$ cat config.mk
export PLATFORM = sky130hd
export DESIGN_NAME = bin_to_bcd_flat
export DESIGN_NICKNAME = d
export VERILOG_FILES = /design/src/rtl/bcd_pkg.sv /design/src/rtl/bin_to_bcd_if.sv /design/src/rtl/bcd_digit_adj.sv /design/src/rtl/bin_to_bcd.sv /design/src/flat_wrapper.sv
export SDC_FILE = /design/constraint.sdc
export NUM_CORES = 1
export LEC_CHECK = 0
export CORE_MARGIN = 2
export CORE_UTILIZATION = 60
export CTS_BUF_LIST = sky130_fd_sc_hd__clkbuf_16
export CTS_CLUSTER_SIZE = 30
export DETAILED_ROUTE_END_ITERATION = 12
export PLACE_DENSITY = 0.94
export SLEW_MARGIN = 20
export SYNTH_ARGS = -nofsm -noshare
export SYNTH_HDL_FRONTEND = slang
export SYNTH_HIERARCHICAL = 1
export SYNTH_SLANG_ARGS = --single-unit
$ cat constraint.sdc
create_clock -name clk -period 5.35 [get_ports clk]
set_input_delay 1.07 -clock clk [delete_from_list [all_inputs] [get_ports clk]]
set_output_delay 1.07 -clock clk [all_outputs]
set_load 0.01 [all_outputs]
$ cat src/rtl/bcd_pkg.sv
`default_nettype none
// ============================================================================
// Module   : bcd_pkg
// Brief    : Shared types and constants for the binary-to-BCD converter.
// Revision : 1.0 - initial release
// ============================================================================
package bcd_pkg;

    typedef enum logic [0:0] {
        IDLE  = 1'b0,
        SHIFT = 1'b1
    } state_t;

    localparam int                      BCD_NIBBLE_W  = 4;
    localparam logic [BCD_NIBBLE_W-1:0] BCD_OVF_DIGIT = 4'hF;
    localparam logic [BCD_NIBBLE_W-1:0] BCD_ADJ_LIMIT = 4'd5;
    localparam logic [BCD_NIBBLE_W-1:0] BCD_ADJ_ADD   = 4'd3;

    // Bit counter must hold the value IN_W itself.
    function automatic int cnt_width(input int in_w);
        return (in_w < 1) ? 1 : $clog2(in_w + 1);
    endfunction

endpackage
`default_nettype wire

$ cat src/rtl/bin_to_bcd_if.sv
`default_nettype none
// ============================================================================
// Module   : bin_to_bcd_if
// Brief    : Input handshake and BCD result bus of the converter.
// Revision : 1.0 - initial release
// ============================================================================
interface bin_to_bcd_if
    import bcd_pkg::*;
#(
    parameter int IN_W   = 32,
    parameter int DIGITS = 8
);

    logic                           in_valid;
    logic                           in_ready;
    logic [IN_W-1:0]                bin_in;
    logic [BCD_NIBBLE_W*DIGITS-1:0] bcd_out;
    logic                           out_valid;
    logic                           ovf;

    modport master (
        output in_valid,
        output bin_in,
        input  in_ready,
        input  bcd_out,
        input  out_valid,
        input  ovf
    );

    modport slave (
        input  in_valid,
        input  bin_in,
        output in_ready,
        output bcd_out,
        output out_valid,
        output ovf
    );

endinterface
`default_nettype wire

$ cat src/rtl/bcd_digit_adj.sv
`default_nettype none
// ============================================================================
// Module   : bcd_digit_adj
// Brief    : Double-dabble nibble correction, adds 3 when the digit is >= 5.
// Revision : 1.0 - initial release
// ============================================================================
module bcd_digit_adj
    import bcd_pkg::*;
(
    input  logic [BCD_NIBBLE_W-1:0] din,
    output logic [BCD_NIBBLE_W-1:0] dout
);

    // 4-bit wrap is intended: no carry ever propagates into the next digit.
    assign dout = (din >= BCD_ADJ_LIMIT) ? (din + BCD_ADJ_ADD) : din;

endmodule
`default_nettype wire

$ cat src/rtl/bin_to_bcd.sv
`default_nettype none
// ============================================================================
// Module   : bin_to_bcd
// Brief    : Sequential double-dabble converter, one input bit per clock.
// Revision : 1.0 - initial release
// ============================================================================
module bin_to_bcd
    import bcd_pkg::*;
#(
    parameter int IN_W   = 32,
    parameter int DIGITS = 8
) (
    input  logic        clk,
    input  logic        clr,
    bin_to_bcd_if.slave bus
);

    localparam int                 c_ACC_W    = BCD_NIBBLE_W * DIGITS;
    localparam int                 c_CNT_W    = cnt_width(IN_W);
    localparam logic [c_CNT_W-1:0] c_CNT_LOAD = c_CNT_W'(IN_W);
    localparam logic [c_CNT_W-1:0] c_CNT_ONE  = c_CNT_W'(1);

    state_t             r_state;
    logic               r_ready;
    logic               r_out_valid;
    logic               r_ovf;
    logic               r_ovf_sticky;
    logic [c_CNT_W-1:0] r_cnt;
    logic [IN_W-1:0]    r_shift;
    logic [c_ACC_W-1:0] r_acc;
    logic [c_ACC_W-1:0] r_bcd;

    logic [c_ACC_W-1:0] w_adj;
    logic [c_ACC_W-1:0] w_acc_next;
    logic               w_ovf_next;

    generate
        for (genvar g = 0; g < DIGITS; g++) begin : g_digit
            bcd_digit_adj u_adj (
                .din  (r_acc[g*BCD_NIBBLE_W +: BCD_NIBBLE_W]),
                .dout (w_adj[g*BCD_NIBBLE_W +: BCD_NIBBLE_W])
            );
        end
    endgenerate

    // A 1 leaving the top digit means the value no longer fits the display.
    assign w_acc_next = {w_adj[c_ACC_W-2:0], r_shift[IN_W-1]};
    assign w_ovf_next = r_ovf_sticky | w_adj[c_ACC_W-1];

    always_ff @(posedge clk or posedge clr) begin
        if (clr) begin
            r_state      <= IDLE;
            r_ready      <= 1'b1;
            r_out_valid  <= 1'b0;
            r_ovf        <= 1'b0;
            r_ovf_sticky <= 1'b0;
            r_cnt        <= '0;
            r_shift      <= '0;
            r_acc        <= '0;
            r_bcd        <= '0;
        end else begin
            r_out_valid <= 1'b0;
            case (r_state)
                IDLE: begin
                    if (bus.in_valid) begin
                        r_state      <= SHIFT;
                        r_ready      <= 1'b0;
                        r_shift      <= bus.bin_in;
                        r_acc        <= '0;
                        r_ovf_sticky <= 1'b0;
                        r_cnt        <= c_CNT_LOAD;
                    end
                end
                SHIFT: begin
                    r_acc        <= w_acc_next;
                    r_shift      <= r_shift << 1;
                    r_ovf_sticky <= w_ovf_next;
                    r_cnt        <= r_cnt - c_CNT_ONE;
                    if (r_cnt == c_CNT_ONE) begin
                        r_bcd       <= w_ovf_next ? {DIGITS{BCD_OVF_DIGIT}} : w_acc_next;
                        r_ovf       <= w_ovf_next;
                        r_out_valid <= 1'b1;
                        r_ready     <= 1'b1;
                        r_state     <= IDLE;
                    end
                end
                default: begin
                    r_state <= IDLE;
                    r_ready <= 1'b1;
                end
            endcase
        end
    end

    assign bus.in_ready  = r_ready;
    assign bus.bcd_out   = r_bcd;
    assign bus.out_valid = r_out_valid;
    assign bus.ovf       = r_ovf;

endmodule
`default_nettype wire

$ cat src/flat_wrapper.sv
// flat-port wrapper written by rule: the top's interface ports become plain ports
module bin_to_bcd_flat import bcd_pkg::*;
#(
    parameter int IN_W   = 32,
    parameter int DIGITS = 8
)
  (clk, clr, bus_in_valid, bus_bin_in, bus_in_ready, bus_bcd_out, bus_out_valid, bus_ovf);
  bin_to_bcd_if #(.IN_W(IN_W), .DIGITS(DIGITS)) bus_i ();
  input  logic clk;
  input  logic clr;
  input wire logic [$bits(bus_i.in_valid)-1:0] bus_in_valid;
  input wire logic [$bits(bus_i.bin_in)-1:0] bus_bin_in;
  output wire logic [$bits(bus_i.in_ready)-1:0] bus_in_ready;
  output wire logic [$bits(bus_i.bcd_out)-1:0] bus_bcd_out;
  output wire logic [$bits(bus_i.out_valid)-1:0] bus_out_valid;
  output wire logic [$bits(bus_i.ovf)-1:0] bus_ovf;
  assign bus_i.in_valid = bus_in_valid;
  assign bus_i.bin_in = bus_bin_in;
  assign bus_in_ready = bus_i.in_ready;
  assign bus_bcd_out = bus_i.bcd_out;
  assign bus_out_valid = bus_i.out_valid;
  assign bus_ovf = bus_i.ovf;
  bin_to_bcd #(.IN_W(IN_W), .DIGITS(DIGITS)) u_core (.clk(clk), .clr(clr), .bus(bus_i));
endmodule
==> tab_implementation.tex, run 1 <==
\begin{tabular}{lr}
\hline
Metric & Value \\
\hline
\multicolumn{2}{l}{\textbf{Outcome}} \\
Result of the run & completed \\
\multicolumn{2}{l}{\textbf{Placed design}} \\
Number of port buffers & 69 \\
Detailed-placement wirelength estimate & 7290 µm \\
Final RePlAce weighted congestion & 0.773 \\
Placed Instance Area & 6140 µm² \\
\multicolumn{2}{l}{\textbf{GRT}} \\
Overall global routing resource usage & 24.3\% \\
Pin count of the biggest net entering global routing & 100 \\
Vias in the first global route & 4,201 \\
Number of antenna violations at the first check in global routing & 0 \\
Global-route congestion overflow total & 0 \\
Wire length of the first global-routing pass & 19,300 µm \\
\multicolumn{2}{l}{\textbf{Power and ir drop}} \\
Switching power total & 1.45 mW \\
Gate power share & 43.8\% \\
Leakage component of the power & 2.85 nW \\
Clock network fraction of design power & 17.3\% \\
Maximum resistive drop on vdd & 0.273 mV \\
Sequential group share of total power & 39.0\% \\
Switching portion of total power & 38.5\% \\
Internal power contribution & 2.33 mW \\
Total chip power & 3.78 mW \\
Power density relative to cell area & 587 nW/µm² \\
\multicolumn{2}{l}{\textbf{Routing}} \\
Drt pass-1 iters & 4 \\
Remaining design rule violation count & 0 \\
Via/cell ratio & 5.78 \\
Via count & 4,167 \\
Wire per inst & 15.7 µm \\
Final Routed Wirelength & 11,300 µm \\
ANT nets after route & 0 \\
Initial DRC Count & 248 \\
\multicolumn{2}{l}{\textbf{Logic synthesis}} \\
Syn\_nets & 609 \\
Post-synthesis share of cell area spent on and, or, nand and nor gates & 16.3\% \\
Mapped Area & 5420 µm² \\
Average cell area after synthesis & 9.74 µm² \\
Portion of netlist area occupied by mux cells & 14.4\% \\
Synth Area in XOR/XNOR & 1.46\% \\
Adder-cell share of the synthesized area & 4.16\% \\
Dominant combinational cell family by area after synthesis & simple AND/OR/NAND/NOR gates \\
Number of instances in the synthesized netlist & 556 \\
Flip-flop and latch count after synthesis & 107 \\
Count of warnings emitted by yosys & 6 \\
Portion of the post-synthesis area used by sequential elements & 49.5\% \\
Number of distinct standard cells referenced by the synthesized netlist & 27 \\
Synthesized-area fraction occupied by ao, oa, aoi and oai cells & 9.89\% \\
\multicolumn{2}{l}{\textbf{Setup path}} \\
Endpoint of the most critical register-to-register path & u\_core/bus.bcd\_out[14] \\
Category of the worst setup path launch point & flip-flop \\
Data required time of the critical path & 5.58 ns \\
Cells along the critical path & inv\_1 -> ha\_1 -> or4b\_4 -> nor3\_4 -> buf\_4 -> mux2\_2 \\
Highest-delay cell along the critical path & nor3\_4 \\
Worst EP arrival & 2.98 ns \\
Worst setup path endpoint & u\_core/bus.bcd\_out[14] \\
Type of the worst setup path & flip-flop to flip-flop \\
Crit-path max cell delay & 0.69 ns \\
Critical Path Source & u\_core/r\_cnt[1] \\
Length in cells of the worst reg-to-reg path & 6 \\
Crit end category & flip-flop \\
Worst R2R Setup Slack & 2.60 ns \\
Top fanout value on the critical path & 19 \\
Crit Reg-Reg Startpoint & u\_core/r\_cnt[1] \\
\multicolumn{2}{l}{\textbf{Floorplanning}} \\
Total I/O pin count & 70 \\
Initial core utilization & 62.1\% \\
Die W & 99.0 µm \\
Die span in y & 99.0 µm \\
Total Die Area & 9800 µm² \\
CORE AREA & 8720 µm² \\
Site row count & 34 \\
\multicolumn{2}{l}{\textbf{Clocking}} \\
Worst-Skew Late Latency & 0.34 ns \\
TritonCTS Buffers & 9 \\
CTS Root Buffer Type & clkbuf\_16 \\
CTS clock-pin slew for the worst setup and hold paths & 0.07 ns \\
Quantity of gates resized following cts & 0 \\
Total number of H-tree levels & 3 \\
CTS tree & yes \\
Number of buffers inserted to repair setup after CTS & 0 \\
Clock sink count & 107 \\
Max clock buf depth & 2 \\
Post-CTS Hold Buffers & 0 \\
\multicolumn{2}{l}{\textbf{STA}} \\
Time the worst path needs with I/O delays and setup & 2.75 ns \\
Post-route clock skew & 0.00802 ns \\
Max Clock Freq & 364 MHz \\
Fin. max-slew vios & 0 \\
Tightest Pin Transition & 0.884 ns \\
Final hold vios & 0 \\
Final Cycle Share & 51.4\% \\
Setup Viol. Count Final & 0 \\
Setup repair after global routing missed its margin & no \\
Setup tns final & 0 ns \\
Worst Hold Margin & 0.492 ns \\
Tightest slew margin relative to the limit & 40.9\% \\
\multicolumn{2}{l}{\textbf{Finish}} \\
Final standard cell area without fillers & 6440 µm² \\
Area occupied by multi-input gates & 2520 µm² \\
Layout overhead on the synthesized area & 18.9\% \\
Fillcell total & 567 \\
Storage element area & 2680 µm² \\
ANT cells & 0 \\
Fraction of layout instances using a drive strength above 1 & 9.62\% \\
Net total in the final layout & 662 \\
\multicolumn{2}{l}{\textbf{Hold path}} \\
Hold Path Class & flip-flop to flip-flop \\
\multicolumn{2}{l}{\textbf{Job}} \\
Max-cap viol count & 0 \\
\hline
\end{tabular}
==> sequential cells by signal (all words and copies together) (netlist names) <==
register and cells:
u_core/bus.in_ready 1, u_core/r_ovf_sticky 1, u_core/bus.out_valid 1, u_core/r_cnt 6, u_core/bus.ovf 1, u_core/r_shift 32
u_core/r_acc 32, u_core/r_state 1, u_core/bus.bcd_out 32
==> logic make-up after synthesis <==
logic type	Yosys count
simple gates	195
compound gates	97
mux	74
xor+xnor	9
buf+inv	56
fa+ha+maj	18
flops	107
==> worst min path at each step <==
stage	from	endpoint	depth (start not counted)
6_report	u_core/bus.bcd_out[23]	u_core/bus.bcd_out[23]	1
5_1_grt	u_core/bus.bcd_out[23]	u_core/bus.bcd_out[23]	1
4_1_cts	u_core/r_shift[3]	u_core/r_shift[4]	2
3_5_place_dp	u_core/r_shift[13]	u_core/r_shift[14]	2
3_3_place_gp	u_core/r_shift[4]	u_core/r_shift[5]	2
2_1_floorplan	u_core/r_shift[9]	u_core/r_shift[10]	2
==> power groups by stage <==
stage	Sequential, mW	Combinational [mW]	Clock (mW)
floorplan	1.47	1.02	0
global placement	1.45	1.50	0
detailed placement	1.47	1.61	0
CTS	1.47	1.65	0.667
global route	1.52	1.84	0.698
finish	1.47	1.65	0.653
==> per-layer routing <==
metal | wire length (µm) | vias to the layer above | part of all wire, % | GRT usage [%]
met3 | 597 | 21 | 5.3 | 5.46
li1 | - | 1971 | - | -
met2 | 5610 | 130 | 50 | 40.5
met5 | 0 | - | 0 | 0
met4 | 189 | 0 | 1.7 | 8.43
met1 | 4880 | 2045 | 43 | 31.4
==> per-stage QoR <==
step	utilization [%]	setup WS (ns)	std cells
final	73.8	2.60	721
after global routing	73.8	2.48	721
after CTS	73.7	2.59	721
after detailed placement	70.4	2.64	706
after global placement	70.4	2.68	706
after floorplan	-	1.46	556
==> cell usage in the layout, fill, tap and decap left out <==
cell | synthesis | routed
nand2_1 | 129 | 129
dfrtp_1 | 106 | 105
o21ai_0 | 72 | 72
clkdlybuf4s50_1 | 0 | 68
mux2i_1 | 42 | 42
or3_1 | 32 | 32
mux2_2 | 25 | 25
inv_1 | 24 | 24
nand2b_1 | 18 | 18
ha_1 | 18 | 18
nor2_1 | 13 | 13
clkbuf_16 | 0 | 9
xnor2_1 | 9 | 9
a21oi_2 | 8 | 8
mux2_1 | 7 | 7
o21ai_1 | 8 | 7
buf_4 | 0 | 5
o22ai_1 | 3 | 3
inv_6 | 0 | 2
clkinvlp_4 | 0 | 2
a31oi_1 | 2 | 2
bufinv_16 | 0 | 1
buf_2 | 0 | 1
or4b_4 | 1 | 1
nor3_4 | 1 | 1
inv_4 | 0 | 1
a21o_1 | 1 | 1
nor4b_1 | 1 | 1
a221oi_1 | 1 | 1
a22o_1 | 1 | 1
o31a_1 | 1 | 1
dfstp_2 | 1 | 1
o21ai_4 | 0 | 1
dfrtp_2 | 0 | 1
==> cell type report <==
cell class / count / area share, %
well taps: 108 / 2.10
clock inverters: 6 / 1.03
flip-flops and latches: 107 / 41.6
clock buffers: 9 / 3.50
multi-input cells: 393 / 39.1
inverters: 24 / 1.44
repair buffers: 74 / 11.2
==> Yosys cell counts <==
cell type / count / area [µm²]
dfrtp_1: 106 / 2650
a21oi_2: 8 / 70.1
nor2_1: 13 / 48.8
a31oi_1: 2 / 12.5
a221oi_1: 1 / 8.76
clkbuf_1: 28 / 105
buf_1: 1 / 3.75
nand2b_1: 18 / 113
ha_1: 18 / 225
o31a_1: 1 / 8.76
inv_1: 24 / 90.1
o21ai_0: 72 / 360
a22o_1: 1 / 8.76
mux2i_1: 42 / 420
dfstp_2: 1 / 26.3
o22ai_1: 3 / 18.8
or4b_4: 1 / 13.8
nor3_4: 1 / 16.3
buf_6: 3 / 33.8
or3_1: 32 / 200
xnor2_1: 9 / 78.8
nor4b_1: 1 / 8.76
mux2_2: 25 / 282
nand2_1: 129 / 484
mux2_1: 7 / 78.8
o21ai_1: 8 / 40.0
a21o_1: 1 / 7.51
==> worst max-delay path, delay by kind of cell, from the launching register on <==
kind / cells / cell delay (ns)
simple gates: 2 / 1.17
buf+inv: 2 / 0.53
flops: 1 / 0.41
mux: 1 / 0.37
fa+ha+maj: 1 / 0.16
(Power assumes the default switching activity.)
==> inputs of run 2 (changes only) <==
- CORE_UTILIZATION: 60 -> 50
- PLACE_DENSITY: 0.94 -> 0.84
- clock period: 5.35 -> 2.5 ns (I/O delays scaled with it)
==> tab_implementation.tex, run 2 (synthesis results as in run 1) <==
\begin{tabular}{lr}
\hline
Metric & Value \\
\hline
\multicolumn{2}{l}{\textbf{Setup path}} \\
Cells along the critical path & inv\_1 -> ha\_1 -> or4b\_4 -> nor3\_4 -> buf\_4 -> mux2\_2 (unchanged) \\
Type of the worst setup path & flip-flop to flip-flop (unchanged) \\
Worst setup path endpoint & u\_core/bus.bcd\_out[7] (was u\_core/bus.bcd\_out[14]) \\
Worst EP arrival & 2.35 ns (was 2.98 ns) \\
Critical Path Source & u\_core/r\_cnt[1] (unchanged) \\
Data required time of the critical path & 2.72 ns (was 5.58 ns) \\
Worst R2R Setup Slack & 0.37 ns (was 2.60 ns) \\
Crit Reg-Reg Startpoint & u\_core/r\_cnt[1] (unchanged) \\
Crit-path max cell delay & 0.48 ns (was 0.69 ns) \\
Crit end category & flip-flop (unchanged) \\
Endpoint of the most critical register-to-register path & u\_core/bus.bcd\_out[7] (was u\_core/bus.bcd\_out[14]) \\
Highest-delay cell along the critical path & or4b\_4 (was nor3\_4) \\
Top fanout value on the critical path & 27 (was 19) \\
Length in cells of the worst reg-to-reg path & 6 (unchanged) \\
Category of the worst setup path launch point & flip-flop (unchanged) \\
\multicolumn{2}{l}{\textbf{Clocking}} \\
Total number of H-tree levels & 3 (unchanged) \\
Post-CTS Hold Buffers & 0 (unchanged) \\
Worst-Skew Late Latency & 0.34 ns (about the same) \\
Quantity of gates resized following cts & 0 (unchanged) \\
Clock sink count & 107 (unchanged) \\
CTS tree & yes (unchanged) \\
Number of buffers inserted to repair setup after CTS & 0 (unchanged) \\
CTS Root Buffer Type & clkbuf\_16 (unchanged) \\
CTS clock-pin slew for the worst setup and hold paths & 0.07 ns (about the same) \\
Max clock buf depth & 2 (unchanged) \\
TritonCTS Buffers & 9 (unchanged) \\
\multicolumn{2}{l}{\textbf{GRT}} \\
Vias in the first global route & 4,280 (was 4,201) \\
Number of antenna violations at the first check in global routing & 0 (unchanged) \\
Top Usage Layer GRT & met2 (unchanged) \\
Overall global routing resource usage & 20.5\% (was 24.3\%) \\
Global routing met1 resource utilization & 24.2\% (was 31.4\%) \\
Met2 global-route usage & 36.7\% (was 40.5\%) \\
Wire length of the first global-routing pass & 19,200 µm (was 19,300 µm) \\
Pin count of the biggest net entering global routing & 108 (was 100) \\
Global-route track usage on met3 & 6.27\% (was 5.46\%) \\
Global-route congestion overflow total & 0 (unchanged) \\
\multicolumn{2}{l}{\textbf{Routing}} \\
Drt pass-1 iters & 4 (unchanged) \\
Final Routed Wirelength & 10,900 µm (was 11,300 µm) \\
Wire per inst & 14.4 µm (was 15.7 µm) \\
Initial DRC Count & 238 (was 248) \\
ANT nets after route & 0 (unchanged) \\
Via/cell ratio & 5.39 (was 5.78) \\
Via count & 4,086 (was 4,167) \\
Remaining design rule violation count & 0 (unchanged) \\
\multicolumn{2}{l}{\textbf{Power and ir drop}} \\
Leakage component of the power & 2.87 nW (was 2.85 nW) \\
Clock network fraction of design power & 16.0\% (was 17.3\%) \\
Maximum resistive drop on vdd & 0.469 mV (was 0.273 mV) \\
Gate power share & 44.2\% (was 43.8\%) \\
Internal power contribution & 4.89 mW (was 2.33 mW) \\
Sequential group share of total power & 39.9\% (was 39.0\%) \\
Power density relative to cell area & 1210 nW/µm² (was 587 nW/µm²) \\
Switching power total & 2.99 mW (was 1.45 mW) \\
Switching portion of total power & 38.0\% (was 38.5\%) \\
\multicolumn{2}{l}{\textbf{STA}} \\
Setup Viol. Count Final & 0 (unchanged) \\
Max Clock Freq & 469 MHz (was 364 MHz) \\
Post-route clock skew & 0.00784 ns (was 0.00802 ns) \\
Final hold vios & 0 (unchanged) \\
Final Cycle Share & 85.3\% (was 51.4\%) \\
Fin. max-slew vios & 0 (unchanged) \\
Setup repair after global routing missed its margin & no (unchanged) \\
Setup tns final & 0 ns (unchanged) \\
Tightest Pin Transition & 0.866 ns (was 0.884 ns) \\
Time the worst path needs with I/O delays and setup & 2.13 ns (was 2.75 ns) \\
Tightest slew margin relative to the limit & 42.3\% (was 40.9\%) \\
\multicolumn{2}{l}{\textbf{Floorplanning}} \\
Initial core utilization & 50.6\% (was 62.1\%) \\
Die W & 108 µm (was 99.0 µm) \\
Die span in y & 108 µm (was 99.0 µm) \\
Total Die Area & 11,700 µm² (was 9800 µm²) \\
Site row count & 38 (was 34) \\
Total I/O pin count & 70 (unchanged) \\
CORE AREA & 10,700 µm² (was 8720 µm²) \\
\multicolumn{2}{l}{\textbf{Finish}} \\
Fraction of layout instances using a drive strength above 1 & 9.71\% (was 9.62\%) \\
Net total in the final layout & 666 (was 662) \\
Most common cell after layout, fill and taps aside & nand2\_1 (unchanged) \\
Final standard cell area without fillers & 6490 µm² (was 6440 µm²) \\
Number of standard cells in the layout, taps in and fillers out & 758 (was 721) \\
Layout overhead on the synthesized area & 19.9\% (was 18.9\%) \\
ANT cells & 0 (unchanged) \\
Most used cells in the layout excluding fill and tap cells & nand2\_1 (129), dfrtp\_1 (105), o21ai\_0 (72) (unchanged) \\
\multicolumn{2}{l}{\textbf{Outcome}} \\
Result of the run & completed (unchanged) \\
\multicolumn{2}{l}{\textbf{Placed design}} \\
Detailed-placement wirelength estimate & 7480 µm (was 7290 µm) \\
Number of port buffers & 69 (unchanged) \\
Placed Cells & 742 (was 706) \\
Final RePlAce weighted congestion & 0.821 (was 0.773) \\
Placed Instance Area & 6240 µm² (was 6140 µm²) \\
\multicolumn{2}{l}{\textbf{Hold path}} \\
Hold Path Class & flip-flop to flip-flop (unchanged) \\
\multicolumn{2}{l}{\textbf{Job}} \\
Max-cap viol count & 0 (unchanged) \\
\hline
\end{tabular}
## run 2: changes by cell type in the layout (fill, tap and decap cells not counted), sizes merged
cell / before / now
buf: 6 / 10
bufinv: 1 / 0
clkinv: 0 / 3
inv: 27 / 26
## run 2: routing by layer
metal	wire length [µm]	vias to the layer above
met3	673	8
li1	-	1980
met5	0	-
met1	4460	2011
met4	92	0
met2	5680	87
## run 2: cell type report
type | instances | area, µm²
repair buffers | 78 | 778
flip-flops and latches | 107 | 2680
well taps | 140 | 175
clock inverters | 7 | 31.3
multi-input cells | 393 | 2510
inverters | 24 | 93.8
fillers | 862 | 4210
clock buffers | 9 | 225
## run 2: how the worst min path moves through the flow
| stage | startpoint | endpoint | slack (ns) | cells past startpoint |
|---|---|---|---|---|
| 2_1_floorplan | u_core/r_shift[9] | u_core/r_shift[10] | 0.45 | 2 |
| 3_3_place_gp | u_core/r_shift[0] | u_core/r_shift[1] | 0.46 | 2 |
| 3_5_place_dp | u_core/r_shift[4] | u_core/r_shift[5] | 0.47 | 2 |
| 4_1_cts | u_core/r_shift[1] | u_core/r_shift[2] | 0.49 | 2 |
| 5_1_grt | u_core/bus.bcd_out[22] | u_core/bus.bcd_out[22] | 0.51 | 1 |
| 6_report | u_core/r_shift[4] | u_core/r_shift[5] | 0.48 | 2 |
## run 2: stage by stage
stage	hold slack (ns)	total power, mW	worst slack (ns)	util (%)
3_5_place_dp	0.467	6.65	0.368	58.3
2_1_floorplan	0.449	5.33	0.516	-
5_1_grt	0.505	8.55	0.284	60.7
6_report	0.484	7.88	0.367	60.7
4_1_cts	0.493	7.94	0.348	60.7
3_3_place_gp	0.462	6.37	0.488	58.3
## run 2: power groups by stage
stage               combinational [mW]  clock [mW]  sequential, mW
floorplan                         2.19           0            3.14
global placement                  3.27           0            3.10
global route                      3.94        1.36            3.25
finish                            3.48        1.26            3.14
detailed placement                3.49           0            3.17
CTS                               3.52        1.29            3.14
## run 2: critical path: cells and delay by family, from the launching register on
family / cells / cell delay, ns
multiplexers: 1 / 0.39
AND/OR/NAND/NOR: 2 / 0.63
buffers and inverters: 2 / 0.46
flip-flops: 1 / 0.40
adder cells (fa/ha/maj): 1 / 0.13
==> inputs of run 3 (changes only) <==
- CTS_CLUSTER_SIZE: 30 -> unset
==> results of run 3 <==
No change in the layout: final DEF, timing and power equal those of run 2.
